**config.mk**
```make
export PLATFORM = sky130hd
export DESIGN_NAME = decode_stage
export DESIGN_NICKNAME = d
export VERILOG_FILES = /design/src/rtl/decode_pkg.sv /design/src/rtl/ctrl_decode.sv /design/src/rtl/decode_stage.sv
export SDC_FILE = /design/constraint.sdc
export NUM_CORES = 1
export LEC_CHECK = 0
export BUFFER_PORTS_ARGS = -buffer_cell sky130_fd_sc_hd__buf_4
export CAP_MARGIN = 25
export CORE_MARGIN = 5
export CORE_UTILIZATION = 30
export DETAILED_ROUTE_END_ITERATION = 8
export GPL_TIMING_DRIVEN = 1
export SLEW_MARGIN = 25
export SYNTH_ARGS = -nofsm -noshare
export SYNTH_HDL_FRONTEND = slang
export SYNTH_SLANG_ARGS = --single-unit
```
**constraint.sdc**
```tcl
create_clock -name clock -period 2.25 [get_ports clock]
set_input_delay 0.3375 -clock clock [delete_from_list [all_inputs] [get_ports clock]]
set_output_delay 0.3375 -clock clock [all_outputs]
set_load 0.05 [all_outputs]
```
**src/rtl/decode_pkg.sv**
```systemverilog
// Shared definitions for the decode stage: opcode and ALU-op encodings,
// instruction field positions and the registered control bundle layout.
package decode_pkg;

  // Instruction field positions.
  localparam int OPC_MSB   = 31;
  localparam int OPC_LSB   = 27;
  localparam int RD_MSB    = 26;
  localparam int RD_LSB    = 22;
  localparam int RS_MSB    = 21;
  localparam int RS_LSB    = 17;
  localparam int RT_MSB    = 16;
  localparam int RT_LSB    = 12;
  localparam int ALUOP_MSB = 6;
  localparam int ALUOP_LSB = 2;
  localparam int REGW      = 5;

  // Opcodes.
  localparam logic [4:0] OP_ALU  = 5'd0;
  localparam logic [4:0] OP_J    = 5'd1;
  localparam logic [4:0] OP_BNE  = 5'd2;
  localparam logic [4:0] OP_JAL  = 5'd3;
  localparam logic [4:0] OP_JR   = 5'd4;
  localparam logic [4:0] OP_ADDI = 5'd5;
  localparam logic [4:0] OP_BLT  = 5'd6;
  localparam logic [4:0] OP_SW   = 5'd7;
  localparam logic [4:0] OP_LW   = 5'd8;
  localparam logic [4:0] OP_SETX = 5'd9;
  localparam logic [4:0] OP_BEX  = 5'd10;

  // ALU-op encodings that select the multi-cycle unit.
  localparam logic [4:0] ALU_MULT = 5'd6;
  localparam logic [4:0] ALU_DIV  = 5'd7;

  // Control bundle; md_start here means "is a mult/div" and is qualified
  // with the valid bit where the bundle is driven out.
  typedef struct packed {
    logic jump;
    logic j2;
    logic bne;
    logic blt;
    logic bex;
    logic we_dm;
    logic we_reg;
    logic we_reg_dm;
    logic we_status;
    logic we_return;
    logic alu_op;
    logic immediate;
    logic mult;
    logic div;
    logic md_start;
  } ctrl_t;

endpackage

```
**src/rtl/ctrl_decode.sv**
```systemverilog
// Purely combinational opcode/ALU-op to control-bundle decoder.
module ctrl_decode
  import decode_pkg::*;
#(
  parameter int OPW = 5
) (
  input  logic [OPW-1:0] opcode,
  input  logic [OPW-1:0] alu_func,
  output ctrl_t          ctrl
);

  logic is_alu, is_j, is_bne, is_jal, is_jr, is_addi;
  logic is_blt, is_sw, is_lw, is_setx, is_bex;

  assign is_alu  = (opcode == OPW'(OP_ALU));
  assign is_j    = (opcode == OPW'(OP_J));
  assign is_bne  = (opcode == OPW'(OP_BNE));
  assign is_jal  = (opcode == OPW'(OP_JAL));
  assign is_jr   = (opcode == OPW'(OP_JR));
  assign is_addi = (opcode == OPW'(OP_ADDI));
  assign is_blt  = (opcode == OPW'(OP_BLT));
  assign is_sw   = (opcode == OPW'(OP_SW));
  assign is_lw   = (opcode == OPW'(OP_LW));
  assign is_setx = (opcode == OPW'(OP_SETX));
  assign is_bex  = (opcode == OPW'(OP_BEX));

  // Build the control bundle from the one-hot opcode flags.
  always_comb begin
    // NOTE: default every field first so no path leaves a field unassigned
    // (which would infer a latch).
    ctrl           = '0;
    ctrl.jump      = is_j | is_jal | is_jr;
    ctrl.j2        = is_jr;
    ctrl.bne       = is_bne;
    ctrl.blt       = is_blt;
    ctrl.bex       = is_bex;
    ctrl.we_dm     = is_sw;
    ctrl.we_reg    = is_alu | is_jal | is_addi | is_lw | is_setx;
    ctrl.we_reg_dm = is_lw;
    ctrl.we_status = is_alu | is_setx | is_addi;
    ctrl.we_return = is_jal;
    ctrl.alu_op    = is_alu | is_addi;
    ctrl.immediate = is_bne | is_lw | is_sw | is_blt | is_addi;
    ctrl.mult      = is_alu & (alu_func == OPW'(ALU_MULT));
    ctrl.div       = is_alu & (alu_func == OPW'(ALU_DIV));
    ctrl.md_start  = ctrl.mult | ctrl.div;
  end

endmodule

```
**src/rtl/decode_stage.sv**
```systemverilog
// Registered decode stage: valid/ready handshake, flush, and the mult/div
// interlock that holds off dependent or conflicting instructions.
module decode_stage
  import decode_pkg::*;
#(
  parameter int OPW       = 5,
  parameter int MD_CYCLES = 32,
  parameter int MD_HAZARD = 1
) (
  input  logic        clock,
  input  logic        reset,
  input  logic        in_valid,
  output logic        in_ready,
  input  logic [31:0] in_instr,
  input  logic        flush,
  output logic        out_valid,
  input  logic        out_ready,
  output logic [31:0] out_instr,
  output logic        out_jump,
  output logic        out_j2,
  output logic        out_bne,
  output logic        out_blt,
  output logic        out_bex,
  output logic        out_weDM,
  output logic        out_weReg,
  output logic        out_weRegDM,
  output logic        out_weStatus,
  output logic        out_weReturn,
  output logic        out_ALUop,
  output logic        out_immediate,
  output logic        out_mult,
  output logic        out_div,
  output logic        out_md_start,
  output logic        md_busy,
  output logic        stall
);

  localparam int CW = $clog2(MD_CYCLES + 1);

  ctrl_t           dec;
  ctrl_t           ctrl_q;
  logic            busy_q;
  logic [CW-1:0]   count;
  logic [REGW-1:0] md_rd;
  logic [REGW-1:0] f_rd, f_rs, f_rt;
  logic            conflict, hazard, accept;

  ctrl_decode #(.OPW(OPW)) u_ctrl_decode (
    .opcode   (in_instr[OPC_MSB -: OPW]),
    .alu_func (in_instr[ALUOP_MSB -: OPW]),
    .ctrl     (dec)
  );

  assign f_rd = in_instr[RD_MSB:RD_LSB];
  assign f_rs = in_instr[RS_MSB:RS_LSB];
  assign f_rt = in_instr[RT_MSB:RT_LSB];

  // Register 0 is never a real destination, so it never conflicts.
  assign conflict = (md_rd != '0) &&
                    ((f_rd == md_rd) || (f_rs == md_rd) || (f_rt == md_rd));

  // Hazard uses the registered busy flag, so an op arriving in the cycle
  // busy clears still waits one cycle.
  assign md_busy  = (MD_HAZARD != 0) & busy_q;
  assign hazard   = md_busy & (dec.md_start | dec.bex | conflict);
  assign stall    = in_valid & hazard;
  assign in_ready = !flush & !hazard & (!out_valid | out_ready);
  assign accept   = in_valid & in_ready;

  // Output bundle register: flush squashes, accept loads, consume clears.
  always_ff @(posedge clock) begin
    // NOTE: state is written with non-blocking assignments so every register
    // samples the pre-edge values regardless of statement order.
    if (reset) begin
      out_valid <= 1'b0;
      out_instr <= '0;
      ctrl_q    <= '0;
    end else if (flush) begin
      out_valid <= 1'b0;
    end else if (accept) begin
      out_valid <= 1'b1;
      out_instr <= in_instr;
      ctrl_q    <= dec;
    end else if (out_valid && out_ready) begin
      out_valid <= 1'b0;
    end
  end

  // Mult/div tracker: load on issue, count down, drop busy after count 0.
  always_ff @(posedge clock) begin
    if (reset) begin
      busy_q <= 1'b0;
      count  <= '0;
      md_rd  <= '0;
    end else if (accept && dec.md_start) begin
      busy_q <= 1'b1;
      count  <= CW'(MD_CYCLES - 1);
      md_rd  <= f_rd;
    end else if (busy_q) begin
      if (count == '0) begin
        busy_q <= 1'b0;
      end else begin
        count <= count - CW'(1);
      end
    end
  end

  assign out_jump      = ctrl_q.jump;
  assign out_j2        = ctrl_q.j2;
  assign out_bne       = ctrl_q.bne;
  assign out_blt       = ctrl_q.blt;
  assign out_bex       = ctrl_q.bex;
  assign out_weDM      = ctrl_q.we_dm;
  assign out_weReg     = ctrl_q.we_reg;
  assign out_weRegDM   = ctrl_q.we_reg_dm;
  assign out_weStatus  = ctrl_q.we_status;
  assign out_weReturn  = ctrl_q.we_return;
  assign out_ALUop     = ctrl_q.alu_op;
  assign out_immediate = ctrl_q.immediate;
  assign out_mult      = ctrl_q.mult;
  assign out_div       = ctrl_q.div;
  assign out_md_start  = out_valid & ctrl_q.md_start;

endmodule

```
==> flow_summary.toml <==
[synthesis]
synth_seq_area_share_pct = 42.5
synth_edf_count = 0
synth_top_family_by_area = "compound AO/OA/AOI/OAI gates"
async_flop_share_pct = 0
post-synth-top-area-cell = "dfxtp_1"
synth-compound-area-share_pct = 25.1
synthSimpleGateAreaFrac_pct = 18.5
yosysUniqueCellTypes = 44
ys.flop_type = "dfxtp_1"
synth.avg_cell_area_um2 = 8.24
synth_adder_area_share_pct = 0.443
ys_warn_count = 0
synth_xor_area_share_pct = 6.51
synth_nets = 381
synthCells = 343
synth_top_area_share_pct = 42.5
synthTopCellsByArea = "dfxtp_1 42%, o211ai_1 10%, nand2_1 7.0%"
yosysMostFrequentCell = "dfxtp_1"
ys_seq_elements = 60
synth_area_um2 = 2830
synthTopCellsByCount = "60 x dfxtp_1, 53 x nand2_1, 38 x o211ai_1, 38 x o21ai_1, 18 x clkbuf_1"
yosys-mux-area-fraction_pct = 1.06

[sta]
worstMarginPinSlew_ns = 0.518
setup_slack_ns = -0.0811
fin_crit_sh_pct = 104
report.final.slew_viol_count = 0
rsz0062_at_grt = "true"
post-route-min-period_ns = 2.33
setup_viol = 1
fmax_mhz = 429
whs_ns = 0.208
hold_violations = 0
max-slew-margin-rel_pct = 65.4
finClkSkew_ns = 0.00654

[worst_setup_path]
arrival_ns = 1.99
start_kind = "flip-flop"
worstPathMaxFanout = 3
critical_path_required_ns = 1.91
end_kind = "output pin"
worstSetupPathType = "reg2out"

[clocking]
hold_buffers = 0
cts.sinks = 60
cts_root_buf = "clkbuf_8"
clk_path_buf_depth = 2
cts_tree = "yes"
clk_pin_slew_ns = 0.06
clkLatencyLatePin_ns = 0.34
numCtsBuffers = 9
h-tree-depth = 3

[detailed_routing]
dr_wl_met3_um = 543
vias = 2804
routed_wl_um = 8260
via_per_inst = 5.14
firstDrtPassIters = 4
ant_nets = 0
drc = 0
wl_per_cell_um = 15.2
drt_iter0_drc = 169
top_layer = "met4"
met2WireLength_um = 3920
met1_length_um = 3670

[die]
die_w_um = 107
die_h_um = 107
start_util_pct = 30.7
row_count = 35
core_um2 = 9200
die_area_um2 = 11500
boundaryPins = 88

[global_route]
grt_pass1_vias = 2714
grt_max_degree = 35
antenna_found_initial = 0
track_usage_pct = 14.5
grt_pass1_wl_um = 13400
gr-total-overflow = 0

[power]
comb_power_share_pct = 16.1
power_density_nw_per_um2 = 645
clkPwrFrac_pct = 40.1
power_switching_mw = 0.684
power_leakage_nw = 1.57
ir_drop_mv = 0.224
internal_power_mw = 1.86
power_switching_share_pct = 26.9
p_seq_share_pct = 43.7

[final_layout]
seq_area_um2 = 1210
multi_input_area_um2 = 1520
fillers = 931
area_growth_pct = 39.5
n_antenna_cell = 0
final_nets = 469
design_area_um2 = 3940
drive_above_1_share_pct = 32.5

[place]
hpwl_um = 5880
place_congestion = 0.802
dpl_worst_slack_ns = -0.000605
port_buffers = 87
dpl_cell_area_um2 = 3660

[run_status]
run_status = "finished with violations"
violations = "setup timing"

[worst_hold_path]
hp-class = "in2reg"

[run]
cap_violations = 0
## cell usage in the layout, fill, tap and decap left out, types with 3 or more instances in the layout
master,instances
a31o_2,4
xnor2_1,17
buf_6,3
clkbuf_8,13
o21ai_1,38
inv_1,3
nand3_1,6
nor3_1,10
o211ai_1,38
a21oi_1,13
buf_4,104
nor2_1,12
nand2_1,53
dfxtp_1,57
mux2i_1,3
nor4_1,3
xor2_1,4
and2_1,4
nand2b_1,4
nand4_1,3
## cell families (layout without fill, tap and decap cells)
group	Yosys count	count (layout)
DFF	60	60
xor gates and xnor gates	21	21
muxes	3	3
buffers and inverters	36	127
adders and majority gates	1	1
AOI/OAI and AO/OA	111	111
and+or+nand+nor	111	111
## state kept, by name (all words and copies together), names as in the netlist
| name | count |
|---|---|
| out_immediate | 1 |
| md_busy | 1 |
| out_j2 | 1 |
| out_weDM | 1 |
| out_weReg | 1 |
| out_valid | 1 |
| out_jump | 1 |
| out_mult | 1 |
| md_rd | 5 |
| ctrl_q | 1 |
| out_ALUop | 1 |
| count | 6 |
| out_blt | 1 |
| out_bex | 1 |
| out_weRegDM | 1 |
| out_weReturn | 1 |
| out_div | 1 |
| out_bne | 1 |
| out_instr | 32 |
| out_weStatus | 1 |
## metal layers
metal | vias to the layer above | GRT usage, %
met5 | - | 0
met4 | 0 | 4.47
met3 | 14 | 4.52
met2 | 83 | 23.6
met1 | 1301 | 18.3
li1 | 1406 | -
## power by group through the flow
stage	clock, mW	combinational, mW	sequential [mW]
final	1.02	0.410	1.11
after global routing	1.11	0.440	1.12
after detailed placement	0	0.408	1.14
after floorplan	0	0.143	1.24
after CTS	1.06	0.411	1.11
after global placement	0	0.406	1.14
## per-stage QoR
step	setup TNS [ns]	cells	utilization (%)	power (mW)
floorplan	-0.0292	343	-	1.39
global route	-0.284	545	42.9	2.66
global placement	0	528	39.8	1.54
detailed placement	-0.000605	528	39.8	1.55
finish	-0.0811	545	42.9	2.54
CTS	-0.136	545	42.9	2.58
## final cells by class
class                           instances  area share (%)
Clock buffer                           13            4.54
Tap cell                              111            3.52
Timing Repair Buffer                  109            21.7
Sequential cell                        60            30.6
Clock inverter                          1           0.761
Multi-Input combinational cell        247            38.5
Inverter                                4           0.381
## path summary, 6_finish.rpt
path / start / end / slack, ns / depth (start not counted)
max reg2reg: md_rd[2]$_SDFFE_PP0P_ / out_ALUop$_SDFFE_PP0P_ / 0.11 / 8
min reg2reg: out_instr[2]$_SDFFE_PP0P_ / out_instr[2]$_SDFFE_PP0P_ / 0.49 / 2
max: md_rd[2]$_SDFFE_PP0P_ / in_ready / -0.08 / 7
min: flush / out_valid$_SDFFE_PP0P_ / 0.21 / 2
## worst max-delay path: stages, from the launching register on
cell and delay (ns):
dfxtp_2 0.32, or4_4 0.55, nor2_4 0.10, o41ai_2 0.07, o311a_4 0.14, buf_6 0.12, nor3b_4 0.17, buf_6 0.18
## timing repair
item                       in CTS  in global routing
setup buffers                   3                  0
gates resized for setup        11                  0
pin swaps                       4                  0
setup endpoints to repair       2                  2
Power figures use the tool's default switching activity.
